===== config.mk =====
export PLATFORM = sky130hd
export DESIGN_NAME = mdu_arbiter_flat
export DESIGN_NICKNAME = d
export VERILOG_FILES = /design/src/rtl/mdu_pkg.sv /design/src/rtl/mdu_arbiter_if.sv /design/src/rtl/rr_pick.sv /design/src/rtl/mdu_arbiter.sv /design/src/flat_wrapper.sv
export SDC_FILE = /design/constraint.sdc
export NUM_CORES = 1
export LEC_CHECK = 0
export CAP_MARGIN = 40
export CORE_MARGIN = 5
export CORE_UTILIZATION = 39
export DETAILED_ROUTE_END_ITERATION = 8
export PLACE_DENSITY = 0.85
export REMOVE_ABC_BUFFERS = 1
export SYNTH_ARGS = -nofsm -noshare
export SYNTH_HDL_FRONTEND = slang
export SYNTH_SLANG_ARGS = --single-unit

===== constraint.sdc =====
create_clock -name clk -period 2.6 [get_ports clk]
set_input_delay 0.39 -clock clk [delete_from_list [all_inputs] [get_ports clk]]
set_output_delay 0.39 -clock clk [all_outputs]
set_load 0.05 [all_outputs]

===== src/rtl/mdu_pkg.sv =====
// Shared types and constants for the multiply/divide unit arbiter.
package mdu_pkg;

  typedef enum logic [1:0] {
    StIdle,
    StIssue,
    StWait,
    StRespond
  } mdu_state_t;

  localparam int unsigned OpwDefault = 3;

  localparam logic [OpwDefault-1:0] OpMul  = 3'd0;
  localparam logic [OpwDefault-1:0] OpMulh = 3'd1;
  localparam logic [OpwDefault-1:0] OpDiv  = 3'd4;
  localparam logic [OpwDefault-1:0] OpDivu = 3'd5;
  localparam logic [OpwDefault-1:0] OpRem  = 3'd6;
  localparam logic [OpwDefault-1:0] OpRemu = 3'd7;

  // Index width that stays at least one bit wide.
  function automatic int unsigned idx_width(int unsigned n);
    return (n > 1) ? $clog2(n) : 1;
  endfunction

endpackage


===== src/rtl/mdu_arbiter_if.sv =====
// Requester-side and unit-side handshake bundle of the arbiter.
interface mdu_arbiter_if
  import mdu_pkg::*;
#(
  parameter int unsigned NREQ  = 2,
  parameter int unsigned WIDTH = 32,
  parameter int unsigned OPW   = OpwDefault
);

  logic [NREQ-1:0]       req_valid;
  logic [NREQ-1:0]       req_ready;
  logic [NREQ*OPW-1:0]   req_op;
  logic [NREQ*WIDTH-1:0] req_a;
  logic [NREQ*WIDTH-1:0] req_b;
  logic [NREQ-1:0]       resp_valid;
  logic [NREQ-1:0]       resp_ready;
  logic [WIDTH-1:0]      resp_data;
  logic                  unit_input_valid;
  logic                  unit_ready;
  logic [OPW-1:0]        unit_op;
  logic [WIDTH-1:0]      unit_a;
  logic [WIDTH-1:0]      unit_b;
  logic                  unit_valid;
  logic                  unit_output_ready;
  logic [WIDTH-1:0]      unit_result;

  // Environment side: requesters plus the shared execution unit.
  modport master (
    output req_valid, req_op, req_a, req_b, resp_ready, unit_ready, unit_valid, unit_result,
    input  req_ready, resp_valid, resp_data, unit_input_valid, unit_op, unit_a, unit_b,
           unit_output_ready
  );

  modport slave (
    input  req_valid, req_op, req_a, req_b, resp_ready, unit_ready, unit_valid, unit_result,
    output req_ready, resp_valid, resp_data, unit_input_valid, unit_op, unit_a, unit_b,
           unit_output_ready
  );

endinterface


===== src/rtl/rr_pick.sv =====
// Combinational round-robin picker: first set request after last_grant, wrapping.
module rr_pick
  import mdu_pkg::*;
#(
  parameter  int unsigned NREQ = 2,
  localparam int unsigned IdxW = idx_width(NREQ)
) (
  input  logic [NREQ-1:0] req_i,
  input  logic [IdxW-1:0] last_grant_i,
  output logic [NREQ-1:0] gnt_o,
  output logic [IdxW-1:0] idx_o,
  output logic            any_o
);

  logic [31:0]     cand;
  logic [IdxW-1:0] cand_idx;
  logic            found;

  always_comb begin
    gnt_o    = '0;
    idx_o    = '0;
    found    = 1'b0;
    cand     = '0;
    cand_idx = '0;
    for (int unsigned off = 1; off <= NREQ; off++) begin
      cand     = (32'(last_grant_i) + off) % NREQ;
      cand_idx = cand[IdxW-1:0];
      if (!found && req_i[cand_idx]) begin
        found           = 1'b1;
        idx_o           = cand_idx;
        gnt_o[cand_idx] = 1'b1;
      end
    end
    any_o = found;
  end

endmodule


===== src/rtl/mdu_arbiter.sv =====
// Round-robin sharing of one multi-cycle mul/div unit; one operation in flight at a time.
module mdu_arbiter
  import mdu_pkg::*;
#(
  parameter int unsigned NREQ  = 2,
  parameter int unsigned WIDTH = 32,
  parameter int unsigned OPW   = OpwDefault
) (
  input logic          clk,
  input logic          reset,
  mdu_arbiter_if.slave bus
);

  localparam int unsigned IdxW = idx_width(NREQ);

  mdu_state_t      state_q, state_d;
  logic [IdxW-1:0] gnt_q, gnt_d;
  logic [IdxW-1:0] last_q, last_d;
  logic [OPW-1:0]  op_q, op_d;
  logic [WIDTH-1:0] a_q, a_d;
  logic [WIDTH-1:0] b_q, b_d;
  logic [WIDTH-1:0] res_q, res_d;

  logic [NREQ-1:0] pick_gnt;
  logic [IdxW-1:0] pick_idx;
  logic            pick_any;
  logic [NREQ-1:0] gnt_onehot;

  rr_pick #(
    .NREQ(NREQ)
  ) u_pick (
    .req_i       (bus.req_valid),
    .last_grant_i(last_q),
    .gnt_o       (pick_gnt),
    .idx_o       (pick_idx),
    .any_o       (pick_any)
  );

  always_ff @(posedge clk) begin
    if (reset) begin
      state_q <= StIdle;
    end else begin
      state_q <= state_d;
    end
  end

  // A pick in IDLE is always a transfer: req_ready mirrors the pick.
  always_comb begin
    state_d = state_q;
    unique case (state_q)
      StIdle:    if (pick_any) state_d = StIssue;
      StIssue:   if (bus.unit_ready) state_d = StWait;
      StWait:    if (bus.unit_valid) state_d = StRespond;
      StRespond: if (bus.resp_ready[gnt_q]) state_d = StIdle;
      default:   state_d = StIdle;
    endcase
  end

  always_comb begin
    gnt_onehot        = '0;
    gnt_onehot[gnt_q] = 1'b1;
  end

  always_comb begin
    bus.req_ready         = '0;
    bus.unit_input_valid  = 1'b0;
    bus.unit_output_ready = 1'b0;
    bus.resp_valid        = '0;
    unique case (state_q)
      StIdle:    bus.req_ready = pick_gnt;
      StIssue:   bus.unit_input_valid = 1'b1;
      StWait:    bus.unit_output_ready = 1'b1;
      StRespond: bus.resp_valid = gnt_onehot;
      default:   ;
    endcase
  end

  always_comb begin
    gnt_d  = gnt_q;
    last_d = last_q;
    op_d   = op_q;
    a_d    = a_q;
    b_d    = b_q;
    res_d  = res_q;
    if (state_q == StIdle && pick_any) begin
      gnt_d = pick_idx;
      op_d  = bus.req_op[pick_idx*OPW +: OPW];
      a_d   = bus.req_a[pick_idx*WIDTH +: WIDTH];
      b_d   = bus.req_b[pick_idx*WIDTH +: WIDTH];
    end
    // Results are only captured while waiting; stray unit_valid elsewhere is dropped.
    if (state_q == StWait && bus.unit_valid) begin
      res_d = bus.unit_result;
    end
    if (state_q == StRespond && bus.resp_ready[gnt_q]) begin
      last_d = gnt_q;
    end
  end

  always_ff @(posedge clk) begin
    if (reset) begin
      gnt_q  <= '0;
      last_q <= IdxW'(NREQ - 1);
      op_q   <= '0;
      a_q    <= '0;
      b_q    <= '0;
      res_q  <= '0;
    end else begin
      gnt_q  <= gnt_d;
      last_q <= last_d;
      op_q   <= op_d;
      a_q    <= a_d;
      b_q    <= b_d;
      res_q  <= res_d;
    end
  end

  assign bus.unit_op   = op_q;
  assign bus.unit_a    = a_q;
  assign bus.unit_b    = b_q;
  assign bus.resp_data = res_q;

endmodule


===== src/flat_wrapper.sv =====
// flat-port wrapper written by rule: the top's interface ports become plain ports
module mdu_arbiter_flat import mdu_pkg::*;
#(
  parameter int unsigned NREQ  = 2,
  parameter int unsigned WIDTH = 32,
  parameter int unsigned OPW   = OpwDefault
)
  (clk, reset, bus_req_valid, bus_req_op, bus_req_a, bus_req_b, bus_resp_ready, bus_unit_ready, bus_unit_valid, bus_unit_result, bus_req_ready, bus_resp_valid, bus_resp_data, bus_unit_input_valid, bus_unit_op, bus_unit_a, bus_unit_b, bus_unit_output_ready);
  mdu_arbiter_if #(.NREQ(NREQ), .WIDTH(WIDTH), .OPW(OPW)) bus_i ();
  input logic clk;
  input logic reset;
  input wire logic [$bits(bus_i.req_valid)-1:0] bus_req_valid;
  input wire logic [$bits(bus_i.req_op)-1:0] bus_req_op;
  input wire logic [$bits(bus_i.req_a)-1:0] bus_req_a;
  input wire logic [$bits(bus_i.req_b)-1:0] bus_req_b;
  input wire logic [$bits(bus_i.resp_ready)-1:0] bus_resp_ready;
  input wire logic [$bits(bus_i.unit_ready)-1:0] bus_unit_ready;
  input wire logic [$bits(bus_i.unit_valid)-1:0] bus_unit_valid;
  input wire logic [$bits(bus_i.unit_result)-1:0] bus_unit_result;
  output wire logic [$bits(bus_i.req_ready)-1:0] bus_req_ready;
  output wire logic [$bits(bus_i.resp_valid)-1:0] bus_resp_valid;
  output wire logic [$bits(bus_i.resp_data)-1:0] bus_resp_data;
  output wire logic [$bits(bus_i.unit_input_valid)-1:0] bus_unit_input_valid;
  output wire logic [$bits(bus_i.unit_op)-1:0] bus_unit_op;
  output wire logic [$bits(bus_i.unit_a)-1:0] bus_unit_a;
  output wire logic [$bits(bus_i.unit_b)-1:0] bus_unit_b;
  output wire logic [$bits(bus_i.unit_output_ready)-1:0] bus_unit_output_ready;
  assign bus_i.req_valid = bus_req_valid;
  assign bus_i.req_op = bus_req_op;
  assign bus_i.req_a = bus_req_a;
  assign bus_i.req_b = bus_req_b;
  assign bus_i.resp_ready = bus_resp_ready;
  assign bus_i.unit_ready = bus_unit_ready;
  assign bus_i.unit_valid = bus_unit_valid;
  assign bus_i.unit_result = bus_unit_result;
  assign bus_req_ready = bus_i.req_ready;
  assign bus_resp_valid = bus_i.resp_valid;
  assign bus_resp_data = bus_i.resp_data;
  assign bus_unit_input_valid = bus_i.unit_input_valid;
  assign bus_unit_op = bus_i.unit_op;
  assign bus_unit_a = bus_i.unit_a;
  assign bus_unit_b = bus_i.unit_b;
  assign bus_unit_output_ready = bus_i.unit_output_ready;
  mdu_arbiter #(.NREQ(NREQ), .WIDTH(WIDTH), .OPW(OPW)) u_core (.clk(clk), .reset(reset), .bus(bus_i));
endmodule

==> metrics.md <==
| Metric | Value |
|---|---|
| Buf/Inv on CP | `1` |
| N_diodes | `0` |
| Critical path depth | `3` |
| Worst r2r src | `u_core.state_q[0]` |
| Num CTS Buffers | `9` |
| Max-cap violations | `0` |
| GRT Overall Usage | `20.2%` |
| Pwr/cell area | `968 nW/um^2` |
| Final WL | `14.1 mm` |
| Die H | `116 um` |
| R2R Setup Slk | `0.73 ns` |
| Final WS setup | `0.235 ns` |
| CP Launch Point | `u_core.state_q[1]` |
| Fillers | `858` |
| Crit path required time | `2.21 ns` |
| CTS Buffer Depth | `2` |
| Placer Congestion | `0.859` |
| Cells on worst reg2reg path | `6` |
| Top Ports | `279` |
| Layout cells sized above 1 | `4.71%` |
| CP max FO | `5` |
| Critical path capture point type | `primary output` |
| Family with the most delay on the worst path | `buffers and inverters` |
| Hold_sp | `u_core.bus.resp_data[9]` |
| Reg area | `2060 um^2` |
| Die ar. | `13300 um^2` |
| DP Worst Slack | `0.361 ns` |
| HPWL after DPL | `11.5 mm` |
| Vias/cell | `4.96` |
| Rows | `38` |
| Setup Skew | `0.0142 ns` |
| Critical path class | `reg -> out` |
| F_max | `423 MHz` |
| Unique masters post-synth | `22` |
| Port-buffer cells | `278` |
| Synthesized flop and latch total | `103` |
| CTS Sinks | `103` |
| Placed Area | `7260 um^2` |
| Clk root buf | `clkbuf_8` |
| Post-CTS Setup Inserts | `0` |
| Synth warn | `0` |
| Period utilisation layout | `91.0%` |
| Commonest non-fill, non-tap cell in the layout | `clkdlybuf4s50_1` |
| Period minus WS final | `2.37 ns` |
| Setup violators final | `0` |
| RSZ-0062 raised after global routing | `false` |
| Avg Cell Area, Syn | `9.13 um^2` |
| # placed instances | `868` |
| Synth Cell Area | `4340 um^2` |
| Die width | `116 um` |
| DR WL/cell | `15.9 um` |
| Initial DRC count | `162` |
| CP cell instances | `ha_1 > nor2b_1 > clkdlybuf4s50_1` |
| Pleak | `2.78 nW` |
| Critical path's slowest cell | `clkdlybuf4s50_1` |
| Routed via count | `4378` |
| Vias in the first global route | `4434` |
| First-pass GRT wire length | `21.6 mm` |
| Grt total ovfl | `0` |
| Fin area | `7470 um^2` |
| Slew HR | `63.2%` |
| Max Slew Vio Count | `0` |
| Most frequent cells in the layout | `clkdlybuf4s50_1, dfxtp_1, nor2_1, mux2i_1, a211oi_1` |
| NumNets Final | `917` |
| CP startpoint kind | `register` |
| Area grow syn2layout | `71.9%` |
| Layout Cells excl Fill | `883` |
| Antenna Nets Post-Route | `0` |
| Hold Path Class | `reg -> reg` |
| Run status | `finished clean` |
| Core ar. | `10900 um^2` |
| Final core occ | `68.6%` |
| Initial antenna violation count | `0` |
| Clock transition at the registers of the reported paths | `0.10 ns` |
| Final Hold Vio Count | `0` |
| H-tree Lvls | `3` |
| CTS resizes | `0` |
| # hold bufs at CTS | `0` |
| Sequential fraction of the synthesis area | `47.5%` |
| Max incr delay on CP | `0.83 ns` |
| Multi-input logic area | `2050 um^2` |
| Initial Util | `39.9%` |
| Pre-Repair DR Iteration Count | `5` |
| CTS tree | `done` |
| Max IR drop VDD | `490 uV` |
| Hold Path Cell Cnt | `2` |
| Synth Instances | `476` |
| Crit path DAT | `1.98 ns` |
| Post-route DRC | `0` |
| Clk_lat worst skew | `0.34 ns` |
| Worst slew pin tran | `0.551 ns` |
| Largest net degree at the start of global routing | `59` |
-- tightest hold or removal path, cell delays in order (launching register included) --
cell and delay (ns):
dfxtp_1 0.32, nand2_1 0.05, a21oi_1 0.05
-- cell usage after synthesis (all sizes together) --
library cell	number	share of area, %
o22ai	1	0.14
nor2b	2	0.29
clkbuf	25	2.2
dfxtp	103	47
and2	4	0.58
a211oi	68	12
nor2	69	6.0
a21boi	1	0.26
o21ai	1	0.12
nand2b	2	0.29
nor4	1	0.14
o21bai	1	0.17
buf	16	3.1
nand2	67	5.8
mux2i	69	16
a21oi	36	4.1
inv	5	0.43
ha	4	1.2
a211o	1	0.20
-- final timing paths --
| kind | to |
|---|---|
| setup / recovery | bus_resp_valid[0] |
| hold / removal | u_core.bus.resp_data[9] |
| setup reg to reg | u_core.bus.unit_a[11] |
| hold reg to reg | u_core.bus.resp_data[9] |
-- kinds of logic after synthesis --
group | Yosys count | share of synthesized area [%]
buffers and inverters | 46 | 5.65
DFF | 103 | 47.5
AOI/OAI and AO/OA | 109 | 16.8
adders and majority gates | 4 | 1.15
muxes | 69 | 15.9
and+or+nand+nor | 145 | 13.0
-- layer usage --
layer	routed length (um)	track usage (%)
met5	0	0
met4	327	6.73
met3	1550	6.58
met2	7100	37.7
met1	5100	21.3
-- area by class of cell --
type                    instances  share of cell area, %
repair buffers                293                   39.5
clock inverters                 6                   1.16
flip-flops and latches        103                   27.6
inverters                       5                  0.251
multi-input cells             327                   27.5
clock buffers                   9                   1.66
well taps                     140                   2.35
-- registers in the layout, indices dropped and copies added, names as in the netlist --
signal                count
u_core.bus.unit_op        3
u_core.bus.unit_a        32
u_core.bus.resp_data     32
u_core.bus.unit_b        32
u_core.last_q             1
u_core.state_q            2
u_core.gnt_q              1
-- metrics by stage --
stage	setup TNS [ns]	power (W)	hold WS (ns)
global placement	0	0.00614	0.442
detailed placement	0	0.00624	0.447
global route	0	0.00762	0.477
CTS	0	0.00730	0.462
finish	0	0.00723	0.459
floorplan	-198.04	0.00432	0.459
-- power breakdown --
group / total, W / internal, W / switching [W]
combinational: 0.00397 / 0.00148 / 0.00249
clock: 0.00105 / 0.000536 / 0.000517
sequential: 0.00221 / 0.00198 / 0.000224
Power figures use the tool's default switching activity.
